## config.mk

```make
export PLATFORM = sky130hd
export DESIGN_NAME = framebuffer_writer
export DESIGN_NICKNAME = d
export VERILOG_FILES = /design/src/rtl/fb_pkg.sv /design/src/rtl/framebuffer_writer_fifo.sv /design/src/rtl/framebuffer_writer.sv
export SDC_FILE = /design/constraint.sdc
export NUM_CORES = 1
export LEC_CHECK = 0
export ABC_CLOCK_PERIOD_IN_PS = 4440
export CORE_ASPECT_RATIO = 0.5
export CORE_UTILIZATION = 55
export DETAILED_ROUTE_END_ITERATION = 7
export PLACE_DENSITY = 0.92
export SETUP_SLACK_MARGIN = 0.1
export SYNTH_ARGS = -nofsm -noshare
export SYNTH_HDL_FRONTEND = slang
export SYNTH_SLANG_ARGS = --single-unit
```

## constraint.sdc

```tcl
create_clock -name clk -period 4.44 [get_ports clk]
set_clock_uncertainty 0.1 [all_clocks]
set_input_delay 0.888 -clock clk [delete_from_list [all_inputs] [get_ports clk]]
set_output_delay 0.888 -clock clk [all_outputs]
set_load 0.01 [all_outputs]
```

## src/rtl/fb_pkg.sv

```systemverilog
// Shared definitions for the framebuffer writer: default geometry, FSM
// state encoding and the RGB888 to framebuffer colour-depth reduction.
package fb_pkg;

    localparam int FB_WIDTH  = 160;
    localparam int FB_HEIGHT = 120;
    localparam int FB_ADDR_W = 15;

    typedef enum logic {
        S_IDLE  = 1'b0,
        S_CLEAR = 1'b1
    } fb_state_t;

    // Keeps the top bits of each channel; callers truncate to their depth.
    function automatic logic [23:0] rgb_to_fb(input logic [23:0] rgb24,
                                              input int          colour_bits);
        case (colour_bits)
            3:       return {21'd0, rgb24[23], rgb24[15], rgb24[7]};
            9:       return {15'd0, rgb24[23:21], rgb24[15:13], rgb24[7:5]};
            default: return rgb24;
        endcase
    endfunction

endpackage

```

## src/rtl/framebuffer_writer_fifo.sv

```systemverilog
// Small synchronous FIFO holding pending {address, colour} pixel writes.
// Flush wins over push and pop; the head entry is read combinationally.
module pixel_fifo #(
    parameter int DW    = 18,
    parameter int DEPTH = 4
) (
    input  logic          clk,
    input  logic          rst_n,
    input  logic          i_push,
    input  logic          i_pop,
    input  logic          i_flush,
    input  logic [DW-1:0] i_wdata,
    output logic [DW-1:0] o_rdata,
    output logic          o_full,
    output logic          o_empty
);
    localparam int AW = $clog2(DEPTH);

    logic [DW-1:0] r_mem [DEPTH];
    logic [AW:0]   r_wr_ptr;
    logic [AW:0]   r_rd_ptr;
    logic          w_do_push;
    logic          w_do_pop;

    assign w_do_push = i_push && !o_full && !i_flush;
    assign w_do_pop  = i_pop && !o_empty && !i_flush;

    // Extra pointer MSB distinguishes full from empty when indices match.
    assign o_empty = (r_wr_ptr == r_rd_ptr);
    assign o_full  = (r_wr_ptr[AW] != r_rd_ptr[AW]) &&
                     (r_wr_ptr[AW-1:0] == r_rd_ptr[AW-1:0]);
    assign o_rdata = r_mem[r_rd_ptr[AW-1:0]];

    always_ff @(posedge clk or negedge rst_n) begin
        if (!rst_n) begin
            r_wr_ptr <= '0;
            r_rd_ptr <= '0;
        end else if (i_flush) begin
            r_wr_ptr <= '0;
            r_rd_ptr <= '0;
        end else begin
            if (w_do_push) r_wr_ptr <= r_wr_ptr + 1'b1;
            if (w_do_pop)  r_rd_ptr <= r_rd_ptr + 1'b1;
        end
    end

    always_ff @(posedge clk) begin
        if (w_do_push) r_mem[r_wr_ptr[AW-1:0]] <= i_wdata;
    end

endmodule

```

## src/rtl/framebuffer_writer.sv

```systemverilog
// Draw-bus receiver: buffers pixel strobes, converts and linearises them into
// framebuffer writes, and sweeps the whole framebuffer on a clear request.
module framebuffer_writer
    import fb_pkg::*;
#(
    parameter int WIDTH       = FB_WIDTH,
    parameter int HEIGHT      = FB_HEIGHT,
    parameter int ADDR_W      = FB_ADDR_W,
    parameter int COLOUR_BITS = 3,
    parameter int FIFO_DEPTH  = 4
) (
    input  logic                   clk,
    input  logic                   resetn,
    input  logic                   draw_enable,
    input  logic [7:0]             x_in,
    input  logic [7:0]             y_in,
    input  logic [23:0]            rgb_in,
    input  logic                   clear_req,
    input  logic [23:0]            clear_rgb,
    output logic                   fb_we,
    output logic [ADDR_W-1:0]      fb_addr,
    output logic [COLOUR_BITS-1:0] fb_data,
    output logic                   busy,
    output logic                   overflow,
    output logic                   out_of_bounds
);
    localparam int PIX_LAST = WIDTH * HEIGHT - 1;
    localparam int DW       = ADDR_W + COLOUR_BITS;

    fb_state_t              r_state;
    fb_state_t              w_state_nxt;
    logic [ADDR_W-1:0]      r_cnt;
    logic [COLOUR_BITS-1:0] r_clear_col;
    logic                   r_fb_we;
    logic [ADDR_W-1:0]      r_fb_addr;
    logic [COLOUR_BITS-1:0] r_fb_data;
    logic                   r_overflow;
    logic                   r_oob;

    logic                   w_in_bounds;
    logic [ADDR_W-1:0]      w_addr;
    logic [COLOUR_BITS-1:0] w_colour;
    logic                   w_full;
    logic                   w_empty;
    logic [DW-1:0]          w_rdata;
    logic                   w_draw_ok;
    logic                   w_push;
    logic                   w_pop;
    logic                   w_flush;
    logic                   w_clear_go;

    assign w_in_bounds = (int'(x_in) < WIDTH) && (int'(y_in) < HEIGHT);
    assign w_addr      = ADDR_W'(int'(y_in) * WIDTH + int'(x_in));
    assign w_colour    = COLOUR_BITS'(rgb_to_fb(rgb_in, COLOUR_BITS));
    // Full is the pre-pop status, so a push into a full FIFO is refused even
    // when an entry leaves on the same edge.
    assign w_draw_ok   = draw_enable && w_in_bounds && !w_full;

    pixel_fifo #(
        .DW    (DW),
        .DEPTH (FIFO_DEPTH)
    ) u_fifo (
        .clk     (clk),
        .rst_n   (resetn),
        .i_push  (w_push),
        .i_pop   (w_pop),
        .i_flush (w_flush),
        .i_wdata ({w_addr, w_colour}),
        .o_rdata (w_rdata),
        .o_full  (w_full),
        .o_empty (w_empty)
    );

    always_ff @(posedge clk or negedge resetn) begin
        if (!resetn) r_state <= S_IDLE;
        else         r_state <= w_state_nxt;
    end

    always_comb begin
        w_state_nxt = r_state;
        w_push      = 1'b0;
        w_pop       = 1'b0;
        w_flush     = 1'b0;
        w_clear_go  = 1'b0;
        case (r_state)
            S_IDLE: begin
                if (clear_req) begin
                    w_clear_go  = 1'b1;
                    w_flush     = 1'b1;
                    w_state_nxt = S_CLEAR;
                end else begin
                    w_push = w_draw_ok;
                    w_pop  = !w_empty;
                end
            end
            S_CLEAR: begin
                w_push = w_draw_ok;
                if (r_cnt == ADDR_W'(PIX_LAST)) w_state_nxt = S_IDLE;
            end
            default: w_state_nxt = S_IDLE;
        endcase
    end

    always_ff @(posedge clk or negedge resetn) begin
        if (!resetn) begin
            r_cnt       <= '0;
            r_clear_col <= '0;
            r_fb_we     <= 1'b0;
            r_fb_addr   <= '0;
            r_fb_data   <= '0;
            r_overflow  <= 1'b0;
            r_oob       <= 1'b0;
        end else begin
            r_fb_we <= 1'b0;
            if (r_state == S_CLEAR) begin
                r_fb_we   <= 1'b1;
                r_fb_addr <= r_cnt;
                r_fb_data <= r_clear_col;
                r_cnt     <= r_cnt + 1'b1;
            end else if (w_pop) begin
                r_fb_we                <= 1'b1;
                {r_fb_addr, r_fb_data} <= w_rdata;
            end
            // A strobe coinciding with clear acceptance is dropped silently.
            if (w_clear_go) begin
                r_cnt       <= '0;
                r_clear_col <= COLOUR_BITS'(rgb_to_fb(clear_rgb, COLOUR_BITS));
                r_overflow  <= 1'b0;
                r_oob       <= 1'b0;
            end else if (draw_enable) begin
                if (!w_in_bounds) r_oob      <= 1'b1;
                else if (w_full)  r_overflow <= 1'b1;
            end
        end
    end

    assign fb_we         = r_fb_we;
    assign fb_addr       = r_fb_addr;
    assign fb_data       = r_fb_data;
    assign overflow      = r_overflow;
    assign out_of_bounds = r_oob;
    assign busy          = (r_state == S_CLEAR) || !w_empty || r_fb_we;

endmodule

```

Word level (Yosys, flattened, before mapping)
Memories as Yosys holds them, arrays and structs flattened.
Cells that the tools add are included.
{"block": "word_totals", "regBits": 46, "mem_bits_rw": 72, "input_bits": 68, "output_inout_bits": 22, "word_cells": 75, "mem_count": 1}
{"name": "u_fifo.r_mem", "depth": 4, "width": 18, "read_ports": 1, "rd_ports_with_merged_regs": 0, "write_ports": 1, "line": "framebuffer_writer_fifo.sv:19", "rtl": "logic [DW-1:0] r_mem [DEPTH];"}
{"block": "classes", "add_sub_neg": 4, "n_mul": 1, "n_lt_le_gt_ge": 2, "eq_ne": 5, "n_mux": 29, "n_bitwise": 1, "reduce_logical": 22}
{"cell": "$mux 15", "n": 4}
{"cell": "$mux 3", "n": 6}
{"cell": "$mux 1", "n": 17}
{"cell": "$add 15x1->15 const B", "n": 1}
{"cell": "$add 15x8->15", "n": 1}
{"cell": "$eq 15x15->1 const B", "n": 1}
{"cell": "$reduce_bool 2->1", "n": 7}
{"cell": "$mul 8x3->10 const B", "n": 1}
{"cell": "$logic_and 1x1->1", "n": 8}
{"cell": "$lt 8x7->1 const B", "n": 1}
{"cell": "$lt 8x8->1 const B", "n": 1}
{"cell": "$add 3x1->3 const B", "n": 2}
{"cell": "$pmux 1 s2", "n": 2}
{"cell": "$eq 3x3->1", "n": 1}
{"cell": "$logic_not 1->1", "n": 3}
{"cell": "$reduce_and 3->1", "n": 1}
{"cell": "$eq 2x2->1", "n": 1}
{"cell": "$logic_or 1x1->1", "n": 2}
{"cell": "$ne 2x1->1 const B", "n": 1}
{"cell": "$reduce_and 2->1", "n": 1}
{"cell": "$ne 1x1->1", "n": 1}
{"cell": "$not 1->1", "n": 1}

Longest topological paths before layout
{"block": "depth", "ltp_word": 10, "mapped_depth": 8}

Hierarchy
From an unflattened synthesis, not the netlist that was laid out.
{"block": "hier_totals", "cells_unflattened": 409, "area_unflattened_um2": 5564.1}
{"module": "pixel_fifo", "instances": 1, "cells_per_inst": 165, "area_each_um2": 3209.3, "seq_area_each_um2": 2312.2}
{"module": "framebuffer_writer", "instances": 1, "cells_per_inst": 244, "area_each_um2": 2354.8, "seq_area_each_um2": 1001.0}

Worst setup path after synthesis
No wires, ideal clock.
{"block": "synth_path", "kind": "in2reg", "startpoint": "input y_in[1]", "endpoint": "memory u_fifo.r_mem[0][17], data pin", "setup_ns": 0.274, "t_arrival_ns": 2.664, "path_slack_ns": 1.402, "stages": 8, "cell_sequence": "ha_1 > ha_1 > fa_1 > a211oi_1 > nor2_1 > xor2_1 > nand4_1 > xnor2_1"}
{"block": "synth_via", "elab_chain_cells": 2}
{"item": "start: declaration", "line": "framebuffer_writer.sv:16", "rtl": "input logic [7:0] y_in,"}
{"item": "$mul 8x3->10", "line": "framebuffer_writer.sv:53", "rtl": "assign w_addr = ADDR_W'(int'(y_in) * WIDTH + int'(x_in));"}
{"item": "$add 15x8->15", "line": "framebuffer_writer.sv:53"}
{"item": "net u_fifo.i_wdata[17]", "line": "framebuffer_writer_fifo.sv:12", "rtl": "input logic [DW-1:0] i_wdata,"}
{"item": "end: declaration", "line": "framebuffer_writer_fifo.sv:19"}
The timed path passes the listed nets, and every way through them passes these cells.

Worst setup path after layout
{"block": "layout_path", "startpoint": "input y_in[1]", "endpoint": "memory u_fifo.r_mem[3][16], data pin"}
The elaborated chain is that of the path after synthesis.

==> qor.txt <==
Number of synthesized flops with an enable pin = 72
Gate power share = 0.199
Syn_nets = 464
H-tree depth = 4
Root Driver = clkbuf_16
Clock power share = 0.392
Hold EP = r_clear_col[1]$_DFFE_PN0P_
Power per cell area = 551 mW/mm2
Max Clk Rate = 278 MHz
Pleak = 2.55 nW
Post-CTS Resized = 0
First-pass GRT wire length = 19.0 mm
Wire per inst = 20.8 um
Hold-fix buffers at CTS = 0
Setup Fix Bufs, Post-CTS = 0
Synth Instances = 373
Critical path required time = 4.47 ns
Initial core utilization = 0.568
Final Hold Fails = 0
DRC = 0
I/O pin cnt = 90
Internal power = 2.59 mW
Leading area contributor after synthesis = edfxtp_1
Sw frac = 0.287
Die ar. = 0.0102 mm2
Antenna violations before repair = 0
Number of port buffers = 47
Largest net degree at the start of global routing = 47
Die Wd = 142 um
Dpl cell area = 0.00598 mm2
Top FF cell, synth = edfxtp_1
RSZ-0062 raised after global routing = no
Total CTS buffers = 17
Setup tns final = 0 ns
Via/cell ratio = 5.93
Clock Sinks = 118
Clk slew on worst S/H paths = 0.06 ns
Cell area after synthesis = 0.00537 mm2
GRT Overall Usage = 0.260
1st-pass router iterations = 5
DRT iter0 DRCs = 301
Worst setup EP type = flip-flop
Final worst slack = 0.846 ns
Setup crit start kind = input port
Reg-to-Reg Start = u_fifo.r_rd_ptr[0]$_DFFE_PN0P_
Psw = 1.04 mW
Routed Antenna Nets = 0
Yosys top cell area share = 0.403
Max-Cap Viols = 0
Share of cells above drive strength 1 = 0.156
Pre-CTS setup slack = 0.539 ns
WP data arrival = 3.62 ns
Remaining Overflow, GRT = 0
Seq/Total Area, Yosys = 0.617
Slew @ Worst Pin = 1.06 ns
Final core occ = 0.699
Yosys warns = 0
Hold depth = 2
Worst-case reg-to-reg path depth = 7
Final wirelength = 12.1 mm
Clk Latency, worst-skew pair = 0.41 ns
Rel. slew slack = 0.290
Reg-to-Reg End = fb_data[2]$_DFFE_PN0P_
Syn avg cell area = 14.4 um2
Max FO, Critical Path = 4
Outcome = finished, final reports clean
Distinct cells, synth = 53
Crit Path Class = in2reg
Tcrit/Tclk final = 0.809
Worst hold path class = reg2reg
Synth top area cells = edfxtp_1 40%, dfrtp_1 21%, mux4_2 7.6%
Min Tclk post-route = 3.59 ns
CTS tree = yes
CORE AREA = 0.00945 mm2
VDD IR max = 281 uV
Clock Tree Buf Depth = 2
# diodes = 0
Rows = 25
Final max-slew violation count = 0
Fin area = 0.00660 mm2
Reg power frac = 0.409
Reg2reg setup slack = 1.75 ns
Nets = 526
Yosys reg bits = 118
Setup violators final = 0
Layout area overhead = 22.9%
GP Congestion = 0.801
Height of the die = 71.9 um
Vias = 3,455
Min-delay src = r_clear_col[1]$_DFFE_PN0P_
DP HPWL = 7.33 mm
Ys async rst share = 0.390
Total power = 3.64 mW
Number of global-route vias before repair = 3,377
[worst max path at each step]
stage / from / to / slack [ns] / depth (start not counted)
floorplan: y_in[1] / u_fifo.r_mem[0][17]$_DFFE_PP_ / 1.40 / 8
global placement: y_in[1] / u_fifo.r_mem[0][16]$_DFFE_PP_ / 0.68 / 9
detailed placement: y_in[1] / u_fifo.r_mem[0][16]$_DFFE_PP_ / 0.54 / 9
CTS: y_in[1] / u_fifo.r_mem[3][16]$_DFFE_PP_ / 0.89 / 9
global route: y_in[1] / u_fifo.r_mem[3][16]$_DFFE_PP_ / 0.69 / 9
finish: y_in[1] / u_fifo.r_mem[3][16]$_DFFE_PP_ / 0.85 / 9
[final cells by class]
| type | count | area (um2) |
|---|---|---|
| Multi-Input combinational cell | 233 | 1930 |
| Clock buffer | 19 | 443 |
| Inverter | 9 | 33.8 |
| Timing Repair Buffer | 56 | 533 |
| Tap cell | 135 | 169 |
| Sequential cell | 118 | 3310 |
| Clock inverter | 13 | 173 |
| Fill cell | 576 | 2850 |
[cells in the final DEF (no fill, tap or decap), types with 2 or more instances in the layout]
master / count
o21ai_0: 21
mux2_2: 2
clkdlybuf4s50_1: 46
mux2i_1: 20
nor2_1: 13
nand3_1: 15
a21oi_1: 5
a22o_1: 5
dfrtp_1: 46
nor2b_1: 3
inv_6: 2
buf_4: 9
bufinv_16: 3
inv_1: 9
edfxtp_1: 72
xor2_1: 6
nor3_1: 2
ha_1: 21
and2_1: 4
clkinv_4: 6
mux4_2: 18
nand3b_1: 2
clkbuf_16: 17
xor2_2: 2
fa_1: 2
nor3b_1: 2
xnor2_1: 13
nand4_1: 4
and3_1: 2
nand2_1: 40
o21ai_1: 9
[sequential cells by signal (all words and copies together), names as in the netlist]
name             flops
u_fifo.r_mem        72
u_fifo.r_rd_ptr      3
fb_data              3
fb_we                1
fb_addr             15
overflow             1
r_cnt               15
r_state              1
u_fifo.r_wr_ptr      3
out_of_bounds        1
r_clear_col          3
[layer usage]
layer / track usage / up-vias / wire [um]
met5: 0 / - / 0
li1: - / 1523 / -
met2: 0.388 / 177 / 5570
met4: 0.100 / 0 / 266
met1: 0.371 / 1727 / 5340
met3: 0.0702 / 28 / 947
[synth_stat cells (all sizes together), types with 5 or more instances]
| cell | n |
|---|---|
| nand3 | 15 |
| ha | 21 |
| buf | 7 |
| xnor2 | 13 |
| o21ai | 30 |
| dfrtp | 46 |
| nor2 | 14 |
| clkbuf | 6 |
| edfxtp | 72 |
| a21oi | 6 |
| mux2i | 20 |
| a22o | 5 |
| inv | 9 |
| xor2 | 8 |
| mux4 | 18 |
| nand2 | 40 |
[logic make-up (layout without fill, tap and decap cells)]
logic type / count (synthesis) / after routing / share of synthesized area
flip-flops: 118 / 118 / 0.617
AND/OR/NAND/NOR: 95 / 95 / 0.0862
AO/OA/AOI/OAI: 53 / 53 / 0.0608
multiplexers: 41 / 41 / 0.120
adder cells (fa/ha/maj): 23 / 23 / 0.0564
buffers and inverters: 22 / 97 / 0.0224
XOR/XNOR: 21 / 21 / 0.0371
[power groups by stage]
stage	Sequential [mW]	Clock, mW	Combinational (mW)
CTS	1.49	1.42	0.718
detailed placement	1.49	0	0.684
global route	1.50	1.47	0.781
floorplan	1.49	0	0.427
finish	1.49	1.42	0.724
global placement	1.48	0	0.645
[worst max-delay path, cell delays in order]
cell,delay [ns]
clkdlybuf4s50_1,0.46
ha_1,0.32
ha_1,0.23
fa_1,0.40
a211oi_1,0.33
nor2_1,0.10
xor2_1,0.26
nand3_1,0.14
xnor2_1,0.49
[through the flow]
step	hold WS, ns	cells
finish	0.379	583
global route	0.425	583
CTS	0.379	583
detailed placement	0.373	551
global placement	0.363	551
floorplan	0.346	373
(Power assumes the default switching activity.)
